<file path="config.mk">
export PLATFORM = sky130hd
export DESIGN_NAME = riscvssc_imem_arbiter
export DESIGN_NICKNAME = d
export VERILOG_FILES = /design/src/rtl/riscvssc_imem_arbiter_pkg.sv /design/src/rtl/riscvssc_tag_fifo.sv /design/src/rtl/riscvssc_imem_arbiter.sv
export SDC_FILE = /design/constraint.sdc
export NUM_CORES = 1
export LEC_CHECK = 0
export ABC_AREA = 1
export CORE_AREA = 2 2 125 127
export CTS_CLUSTER_DIAMETER = 200
export CTS_CLUSTER_SIZE = 10
export DETAILED_ROUTE_END_ITERATION = 10
export DIE_AREA = 0 0 127 129
export GPL_ROUTABILITY_DRIVEN = 0
export SYNTH_ARGS = -nofsm -noshare
export SYNTH_HDL_FRONTEND = slang
export SYNTH_SLANG_ARGS = --single-unit
export TNS_END_PERCENT = 20
</file>
<file path="constraint.sdc">
create_clock -name clk -period 2.65 [get_ports clk]
set_clock_uncertainty 0.2 [all_clocks]
set_input_delay 0.265 -clock clk [delete_from_list [all_inputs] [get_ports clk]]
set_output_delay 0.265 -clock clk [all_outputs]
set_load 0.005 [all_outputs]
</file>
<file path="src/rtl/riscvssc_imem_arbiter_pkg.sv">
// Shared constants for the instruction-memory arbiter.
// Message widths match the 32-bit address/data memory messages.
package riscvssc_imem_arbiter_pkg;

   localparam int IMEM_REQ_SZ  = 67;
   localparam int IMEM_RESP_SZ = 35;
   localparam int IMEM_DEPTH   = 4;

   localparam logic PORT0 = 1'b0;
   localparam logic PORT1 = 1'b1;

endpackage

</file>
<file path="src/rtl/riscvssc_tag_fifo.sv">
// Small circular FIFO holding the source port of each outstanding request.
// Push is ignored when full and pop when empty, so count stays in range.
module riscvssc_tag_fifo #(
   parameter int WIDTH = 1,
   parameter int DEPTH = 4
) (
   input  logic                     clk,
   input  logic                     reset,
   input  logic                     push,
   input  logic [WIDTH-1:0]         din,
   input  logic                     pop,
   output logic [WIDTH-1:0]         dout,
   output logic                     full,
   output logic                     empty,
   output logic [$clog2(DEPTH):0]   count
);

   localparam int AW = $clog2(DEPTH);
   localparam int CW = AW + 1;

   logic [WIDTH-1:0] mem [DEPTH];
   logic [AW-1:0]    wr_ptr;
   logic [AW-1:0]    rd_ptr;
   logic             push_ok;
   logic             pop_ok;

   assign full    = (count == CW'(DEPTH));
   assign empty   = (count == '0);
   assign push_ok = push & ~full;
   assign pop_ok  = pop & ~empty;
   assign dout    = mem[rd_ptr];

   // Storage, wrapping pointers and occupancy counter.
   always_ff @(posedge clk or negedge reset) begin
      if (!reset) begin
         wr_ptr <= '0;
         rd_ptr <= '0;
         count  <= '0;
         for (int i = 0; i < DEPTH; i++) mem[i] <= '0;
      end else begin
         if (push_ok) begin
            mem[wr_ptr] <= din;
            wr_ptr      <= wr_ptr + AW'(1);
         end
         if (pop_ok) rd_ptr <= rd_ptr + AW'(1);
         if (push_ok && !pop_ok) count <= count + CW'(1);
         else if (pop_ok && !push_ok) count <= count - CW'(1);
      end
   end

endmodule

</file>
<file path="src/rtl/riscvssc_imem_arbiter.sv">
// Round-robin merge of two fetch ports onto one in-order instruction memory.
// A tag FIFO remembers which port issued each request so responses route back.
module riscvssc_imem_arbiter
   import riscvssc_imem_arbiter_pkg::*;
#(
   parameter int REQ_SZ  = IMEM_REQ_SZ,
   parameter int RESP_SZ = IMEM_RESP_SZ,
   parameter int DEPTH   = IMEM_DEPTH
) (
   input  logic                    clk,
   input  logic                    reset,
   input  logic [REQ_SZ-1:0]       imemreq0_msg,
   input  logic                    imemreq0_val,
   output logic                    imemreq0_rdy,
   input  logic [REQ_SZ-1:0]       imemreq1_msg,
   input  logic                    imemreq1_val,
   output logic                    imemreq1_rdy,
   output logic [RESP_SZ-1:0]      imemresp0_msg,
   output logic                    imemresp0_val,
   output logic [RESP_SZ-1:0]      imemresp1_msg,
   output logic                    imemresp1_val,
   output logic [REQ_SZ-1:0]       memreq_msg,
   output logic                    memreq_val,
   input  logic                    memreq_rdy,
   input  logic [RESP_SZ-1:0]      memresp_msg,
   input  logic                    memresp_val,
   output logic [$clog2(DEPTH):0]  outstanding,
   output logic                    err
);

   logic grant;
   logic last_grant;
   logic full;
   logic empty;
   logic head;
   logic fire;
   logic pop;

   // Grant selection plus request/response handshakes; all gated by reset.
   always_comb begin
      grant = PORT0;
      if (imemreq0_val && imemreq1_val) grant = ~last_grant;
      else if (imemreq1_val)            grant = PORT1;
      memreq_val    = (imemreq0_val | imemreq1_val) & ~full & reset;
      memreq_msg    = (grant == PORT1) ? imemreq1_msg : imemreq0_msg;
      imemreq0_rdy  = (grant == PORT0) & memreq_rdy & ~full & reset;
      imemreq1_rdy  = (grant == PORT1) & memreq_rdy & ~full & reset;
      fire          = memreq_val & memreq_rdy;
      pop           = memresp_val & ~empty & reset;
      imemresp0_val = pop & (head == PORT0);
      imemresp1_val = pop & (head == PORT1);
      imemresp0_msg = memresp_msg;
      imemresp1_msg = memresp_msg;
   end

   // Round-robin pointer moves only when memory actually takes a request.
   always_ff @(posedge clk or negedge reset) begin
      if (!reset)    last_grant <= PORT1;
      else if (fire) last_grant <= grant;
   end

   // Sticky error: a response with nothing outstanding.
   always_ff @(posedge clk or negedge reset) begin
      if (!reset)                    err <= 1'b0;
      else if (memresp_val && empty) err <= 1'b1;
   end

   riscvssc_tag_fifo #(
      .WIDTH (1),
      .DEPTH (DEPTH)
   ) u_tag_fifo (
      .clk   (clk),
      .reset (reset),
      .push  (fire),
      .din   (grant),
      .pop   (pop),
      .dout  (head),
      .full  (full),
      .empty (empty),
      .count (outstanding)
   );

endmodule

</file>
; Word level (Yosys, flattened, before mapping)
; Index checks and enable logic that the tools add are counted.
[totals]
word_cells = 60
output_inout_bits = 146
inputBits = 175
ff_bits = 13
[classes]
magnitude_cmp = 3
add_sub_neg = 4
eq_ne = 1
n_reduce_logical = 9
mux = 11
n_bitwise = 23
[op_table]
columns = cell, count
row1 = 67-bit two-way mux, 1
row2 = 1-bit AND, 15
row3 = "3-bit greater-or-equal comparator, second input constant", 2
row4 = 3-bit two-way mux, 2
row5 = 2-bit NOT with 3-bit output, 2
row6 = 1-bit logical AND, 5
row7 = 1-bit two-way mux, 5
row8 = 1-bit NOT, 5
row9 = "2-bit by 1-bit adder with 2-bit output, second input constant", 2
row10 = 4-bit bitwise mux, 1
row11 = "3-bit by 1-bit adder with 3-bit output, second input constant", 1
row12 = "3-bit equality test, second input constant", 1
row13 = 3-bit logical NOT, 1
row14 = "3-bit by 1-bit < comparator with 1-bit output, second input constant", 1
row15 = "3-bit by 1-bit subtractor with 3-bit output, second input constant", 1
row16 = 1-bit binary-select mux with 2-bit select, 1
row17 = 1-bit demux with 2-bit select, 1
row18 = 1-bit logical NOT, 2
row19 = 2-bit nonzero test, 1
row20 = 1-bit OR, 1

; Longest topological paths before layout
[logic_depth]
word_depth = 10
ltp_mapped = 10
ltp_nobuf = 10

; Modules after synthesis
; A second synthesis with hierarchy kept.
[hier_totals]
hier_cells = 393
area_unflattened_um2 = 2169.6
[by_module_without_submodules]
columns = mod, n_inst, seq_area_each_um2, area_each_um2, cells_each
row1 = riscvssc_imem_arbiter, 1, 51.3, 1500.2, 311
row2 = riscvssc_tag_fifo, 1, 275.3, 669.4, 82

; Worst setup path after synthesis
; No wires, ideal clock.
[synth_path]
path_type = register to register
startpoint = register u_tag_fifo.count[0]
endpoint = register u_tag_fifo.count[2]
path_stages_with_launch = 11
setup_ns = 0.079
path_buffers = 0
t_required_ns = 2.371
arrival_time_ns = 1.931
period_less_slack_ns = 2.210
setup_slack_ns = 0.440
cell_sequence = dfrtp_1 nor2_2 a21oi_4 nand2_1 inv_1 ha_1 inv_1 fa_1 or2_2 nand2_1 xor2_1
[synth_between]
elab_chain_len = 9
elab_cells_between_ends = 20
cone_classes = add/sub: 2 / eq/ne: 1 / mux: 2 / bitwise: 9 / reduce/logical: 6
[synth_rtl]
columns = item, line
row1 = from (decl), riscvssc_tag_fifo.sv:15  ; output logic [$clog2(DEPTH):0] count
row2 = from (signal assigned), riscvssc_tag_fifo.sv:46  ; if (push_ok && !pop_ok) count <= count + CW'(1);
row3 = from (signal assigned), riscvssc_tag_fifo.sv:47  ; else if (pop_ok && !push_ok) count <= count - CW'(1);
row4 = 3-bit equality test *, riscvssc_tag_fifo.sv:27  ; assign full = (count == CW'(DEPTH));
row5 = 1-bit NOT *, "riscvssc_tag_fifo.sv:29, riscvssc_imem_arbiter.sv:44"
row6 = 1-bit AND (2 in a row), riscvssc_imem_arbiter.sv:44  ; memreq_val = (imemreq0_val | imemreq1_val) & ~full & reset;
row7 = 1-bit AND, riscvssc_imem_arbiter.sv:48  ; fire = memreq_val & memreq_rdy;
row8 = 1-bit AND *, riscvssc_tag_fifo.sv:29  ; assign push_ok = push & ~full;
row9 = net u_tag_fifo.push_ok, riscvssc_tag_fifo.sv:24  ; logic push_ok;
row10 = 1-bit logical NOT, riscvssc_tag_fifo.sv:47
row11 = 1-bit logical AND, riscvssc_tag_fifo.sv:47
row12 = 2-bit nonzero test (no line), --
; Mark *: on every way through the listed nets, which the timed path passes. The rest lies on a longest branch. The select of a mux whose other input is x is not followed.
; A chain may end at the register's enable or synchronous reset.

; Worst setup path after layout
[layout_path]
startpoint = input port imemreq0_val
endpoint = output port memreq_msg[59]
[layout_between]
elab_chain_len = 3
[layout_rtl]
columns = item, line
row1 = from (decl), riscvssc_imem_arbiter.sv:13  ; input logic imemreq0_val,
row2 = 1-bit logical AND, riscvssc_imem_arbiter.sv:42  ; if (imemreq0_val && imemreq1_val) grant = ~last_grant;
row3 = 1-bit two-way mux, riscvssc_imem_arbiter.sv:42
row4 = 67-bit two-way mux, riscvssc_imem_arbiter.sv:45  ; memreq_msg = (grant == PORT1) ? imemreq1_msg : imemreq0_msg;
row5 = to (decl), riscvssc_imem_arbiter.sv:22  ; output logic [REQ_SZ-1:0] memreq_msg,
; Every way passes these cells.

==> flow_summary.html <==
<table>
<tr><th>Metric</th><th>Value</th></tr>
<tr><th colspan="2">Yosys</th></tr>
<tr><td>#FFs+latches synth</td><td>13</td></tr>
<tr><td>Share of synthesized area occupied by flip-flops and latches</td><td>0.149</td></tr>
<tr><td>Number of distinct library cells after synthesis</td><td>28</td></tr>
<tr><td>Synthesized net count</td><td>555</td></tr>
<tr><td>Number of standard cells after synthesis</td><td>374</td></tr>
<tr><td>Synthesis warning total</td><td>0</td></tr>
<tr><td>Netlist Area Pre-Place</td><td>2190 µm²</td></tr>
<tr><td>Syn avg cell area</td><td>5.87 µm²</td></tr>
<tr><th colspan="2">Place</th></tr>
<tr><td>Post-place setup slack</td><td>0.0669 ns</td></tr>
<tr><td>Detailed placer's ending HPWL</td><td>6710 µm</td></tr>
<tr><td>I/O Buffers</td><td>215</td></tr>
<tr><th colspan="2">Final layout</th></tr>
<tr><td>Fraction of layout instances using a drive strength above 1</td><td>0.0388</td></tr>
<tr><td>Total inserted antenna cells</td><td>0</td></tr>
<tr><td>Area growth, synth to finish</td><td>86.1%</td></tr>
<tr><td>Count of nets after finishing</td><td>697</td></tr>
<tr><th colspan="2">Route</th></tr>
<tr><td>Antenna Violating Nets Remaining</td><td>0</td></tr>
<tr><td>Post-route DRC violation count</td><td>0</td></tr>
<tr><td>Number of vias per cell</td><td>3.67</td></tr>
<tr><td>Via count</td><td>2,582</td></tr>
<tr><td>Routed wire per std cell</td><td>11.7 µm</td></tr>
<tr><td>First-pass iteration count of the detailed router</td><td>4</td></tr>
<tr><td>Wire length after detailed routing</td><td>8220 µm</td></tr>
<tr><td>DR iter-0 viols</td><td>100</td></tr>
<tr><th colspan="2">Worst setup path</th></tr>
<tr><td>Worst Path Max Fanout</td><td>67</td></tr>
<tr><td>Category of the worst setup path capture point</td><td>primary output</td></tr>
<tr><td>Startpoint type of the worst setup path</td><td>input port</td></tr>
<tr><td>Dominant delay contributor by cell family on the critical path</td><td>buffers and inverters</td></tr>
<tr><td>Critical path type</td><td>in2out</td></tr>
<tr><td>Worst path slowest cell</td><td>sky130_fd_sc_hd__clkdlybuf4s50_1</td></tr>
<tr><td>WP buf/inv</td><td>4</td></tr>
<tr><td>Sequence of cells on the critical path</td><td>clkdlybuf4s50_1 &gt; a21oi_4 &gt; inv_2 &gt; buf_12 &gt; nand2_1 &gt; nand2_1 &gt; clkdlybuf4s50_1</td></tr>
<tr><td>Arrival time of the worst setup path</td><td>1.97 ns</td></tr>
<tr><td>Data required time at the worst endpoint</td><td>2.18 ns</td></tr>
<tr><td>Depth of the most critical reg-to-reg path</td><td>9</td></tr>
<tr><td>Stages on worst setup path</td><td>7</td></tr>
<tr><td>Largest stage delay on the critical path</td><td>0.53 ns</td></tr>
<tr><th colspan="2">STA</th></tr>
<tr><td>Min cycle time layout</td><td>2.43 ns</td></tr>
<tr><td>Max-slew headroom</td><td>0.789</td></tr>
<tr><td>Summed negative setup slack over all endpoints</td><td>0 ns</td></tr>
<tr><td>Worst Slack Setup Final</td><td>0.216 ns</td></tr>
<tr><td>Peak Freq</td><td>411 MHz</td></tr>
<tr><td>Final Slew Violations</td><td>0</td></tr>
<tr><td>RSZ-0062 raised after global routing</td><td>no</td></tr>
<tr><td>Share of the cycle needed by the critical path after routing</td><td>0.919</td></tr>
<tr><td>Final hold violations</td><td>0</td></tr>
<tr><td>Measured slew at the worst slew-check pin</td><td>0.316 ns</td></tr>
<tr><td>Final setup vio count</td><td>0</td></tr>
<tr><th colspan="2">Clock tree</th></tr>
<tr><td>Insertion delay of the later-clocked pin in the worst-skew pair</td><td>0.24 ns</td></tr>
<tr><td>Number of hold-repair buffers added at the cts stage</td><td>0</td></tr>
<tr><td>Clk sink count</td><td>13</td></tr>
<tr><td>Library cell used as clock root buffer</td><td>sky130_fd_sc_hd__clkbuf_16</td></tr>
<tr><td>TritonCTS buffer count</td><td>3</td></tr>
<tr><td>Clk slew on worst S/H paths</td><td>0.04 ns</td></tr>
<tr><td>Clock tree from TritonCTS</td><td>built</td></tr>
<tr><td>Number of post-CTS setup repair buffers</td><td>0</td></tr>
<tr><td>H-Tree Level Count</td><td>1</td></tr>
<tr><td>Number of resized instances in the post-cts repair step</td><td>0</td></tr>
<tr><td>CTS Buffer Depth</td><td>2</td></tr>
<tr><th colspan="2">Job</th></tr>
<tr><td>Max-capacitance violation count</td><td>0</td></tr>
<tr><th colspan="2">Power</th></tr>
<tr><td>Cell leakage power</td><td>0.00191 µW</td></tr>
<tr><td>VDD IR max</td><td>417 µV</td></tr>
<tr><td>Power Density</td><td>475 nW/µm²</td></tr>
<tr><th colspan="2">Floorplan</th></tr>
<tr><td>Num ports</td><td>321</td></tr>
<tr><td>Row count</td><td>45</td></tr>
<tr><td>Initial Utilization</td><td>0.147</td></tr>
<tr><td>Area of the placeable core</td><td>15,000 µm²</td></tr>
<tr><td>Die width</td><td>127 µm</td></tr>
<tr><td>Chip height</td><td>129 µm</td></tr>
<tr><td>Floorplan die area</td><td>16,400 µm²</td></tr>
<tr><th colspan="2">Global routing</th></tr>
<tr><td>Leftover overflow at the end of global routing</td><td>0</td></tr>
<tr><td>Number of global-route vias before repair</td><td>2,534</td></tr>
<tr><td>Overall global routing resource usage</td><td>0.0955</td></tr>
<tr><td>First-pass GRT wire length</td><td>12,900 µm</td></tr>
<tr><td>Antenna violations before repair</td><td>0</td></tr>
<tr><td>Pin count of the biggest net entering global routing</td><td>68</td></tr>
<tr><th colspan="2">Hold path</th></tr>
<tr><td>Worst Hold Depth</td><td>1</td></tr>
<tr><td>Path type of the worst min-delay path</td><td>reg2reg</td></tr>
<tr><th colspan="2">Outcome</th></tr>
<tr><td>Status</td><td>finished clean</td></tr>
</table>
flip-flops by register name, summed over array words and instances, names as in the netlist:
register,count
u_tag_fifo.rd_ptr,2
u_tag_fifo.count,3
u_tag_fifo.wr_ptr,2
last_grant,1
err,1
u_tag_fifo.mem,4
through the flow:
stage                     area (µm²)   util  cells  total power (µW)  hold WS [ns]
final                           4090  0.273    703              1940         0.279
after global routing            4090  0.273    703              2120         0.301
after CTS                       4090  0.273    703              1970         0.278
after detailed placement        4010  0.268    699              1680         0.269
after global placement          4010  0.268    699              1680         0.262
after floorplan                 2190      -    374              1030        -0.231
layer usage:
layer	share of wire	vias up	track usage	routed length (µm)
met5	0	-	0	0
met4	0.011	0	0.0155	94
met3	0.13	12	0.0399	1030
met2	0.47	174	0.173	3900
met1	0.39	1055	0.106	3190
li1	-	1341	-	-
cells in the final DEF (no fill, tap or decap):
master	instances
sky130_fd_sc_hd__nand2_1	225
sky130_fd_sc_hd__clkdlybuf4s50_1	215
sky130_fd_sc_hd__inv_1	12
sky130_fd_sc_hd__dfrtp_1	12
sky130_fd_sc_hd__nand4_1	8
sky130_fd_sc_hd__ha_1	5
sky130_fd_sc_hd__buf_4	5
sky130_fd_sc_hd__nor2_1	4
sky130_fd_sc_hd__clkbuf_16	3
sky130_fd_sc_hd__buf_12	3
sky130_fd_sc_hd__a21oi_4	2
sky130_fd_sc_hd__o21ai_0	2
sky130_fd_sc_hd__a21oi_1	2
sky130_fd_sc_hd__xor2_1	2
sky130_fd_sc_hd__nand3_1	2
sky130_fd_sc_hd__xnor2_1	2
sky130_fd_sc_hd__inv_2	1
sky130_fd_sc_hd__nor2_2	1
sky130_fd_sc_hd__nand3_2	1
sky130_fd_sc_hd__and3_1	1
sky130_fd_sc_hd__o211ai_1	1
sky130_fd_sc_hd__or2_2	1
sky130_fd_sc_hd__mux2_2	1
sky130_fd_sc_hd__a31o_2	1
sky130_fd_sc_hd__fa_1	1
sky130_fd_sc_hd__clkbuf_1	1
sky130_fd_sc_hd__dfstp_2	1
synthesized netlist by cell type:
library cell | n | area, µm²
sky130_fd_sc_hd__a21oi_1 | 2 | 10.0
sky130_fd_sc_hd__a21oi_2 | 1 | 8.76
sky130_fd_sc_hd__a21oi_4 | 1 | 16.3
sky130_fd_sc_hd__a31o_2 | 1 | 8.76
sky130_fd_sc_hd__and3_1 | 1 | 6.26
sky130_fd_sc_hd__buf_2 | 1 | 5.00
sky130_fd_sc_hd__buf_4 | 70 | 526
sky130_fd_sc_hd__buf_6 | 11 | 124
sky130_fd_sc_hd__buf_8 | 1 | 15.0
sky130_fd_sc_hd__clkbuf_1 | 3 | 11.3
sky130_fd_sc_hd__dfrtp_1 | 12 | 300
sky130_fd_sc_hd__dfstp_2 | 1 | 26.3
sky130_fd_sc_hd__fa_1 | 1 | 20.0
sky130_fd_sc_hd__ha_1 | 5 | 62.6
sky130_fd_sc_hd__inv_1 | 12 | 45.0
sky130_fd_sc_hd__inv_2 | 1 | 3.75
sky130_fd_sc_hd__mux2_2 | 1 | 11.3
sky130_fd_sc_hd__nand2_1 | 225 | 845
sky130_fd_sc_hd__nand3_1 | 2 | 10.0
sky130_fd_sc_hd__nand3_2 | 1 | 10.0
sky130_fd_sc_hd__nand4_1 | 8 | 50.1
sky130_fd_sc_hd__nor2_1 | 4 | 15.0
sky130_fd_sc_hd__nor2_2 | 1 | 6.26
sky130_fd_sc_hd__o211ai_1 | 1 | 7.51
sky130_fd_sc_hd__o21ai_0 | 2 | 10.0
sky130_fd_sc_hd__or2_2 | 1 | 6.26
sky130_fd_sc_hd__xnor2_1 | 2 | 17.5
sky130_fd_sc_hd__xor2_1 | 2 | 17.5
final timing paths:
path	from	end	slack, ns
min in group asynchronous	reset	u_tag_fifo.rd_ptr[1]	0.29
hold / removal	err	err	0.28
setup / recovery	imemreq0_val	memreq_msg[59]	0.22
setup reg to reg	u_tag_fifo.count[0]	u_tag_fifo.count[2]	0.41
hold reg to reg	err	err	0.28
max in group asynchronous	reset	last_grant	1.72
report_power, final:
part / internal (µW) / switching (µW) / total (µW) / leakage, µW
clock network: 203 / 79.8 / 282 / 0.0000382
registers: 299 / 98.6 / 398 / 0.000155
logic: 749 / 511 / 1260 / 0.00172
kinds of logic after synthesis:
logic type	count (synthesis)	synth area share
muxes	1	0.00513
buffers and inverters	99	0.332
and+or+nand+nor	243	0.432
DFF	13	0.149
AOI/OAI and AO/OA	8	0.0279
adders and majority gates	6	0.0376
xor gates and xnor gates	4	0.0160
final cells by class:
| class | count | area, µm² |
|---|---|---|
| Fill cell | 1629 | 10900 |
| Timing Repair Buffer | 223 | 2250 |
| Tap cell | 188 | 235 |
| Multi-Input combinational cell | 262 | 1150 |
| Sequential cell | 13 | 327 |
| Clock buffer | 4 | 78.8 |
| Inverter | 13 | 48.8 |
Note: power is estimated with default switching activity, not from simulation.
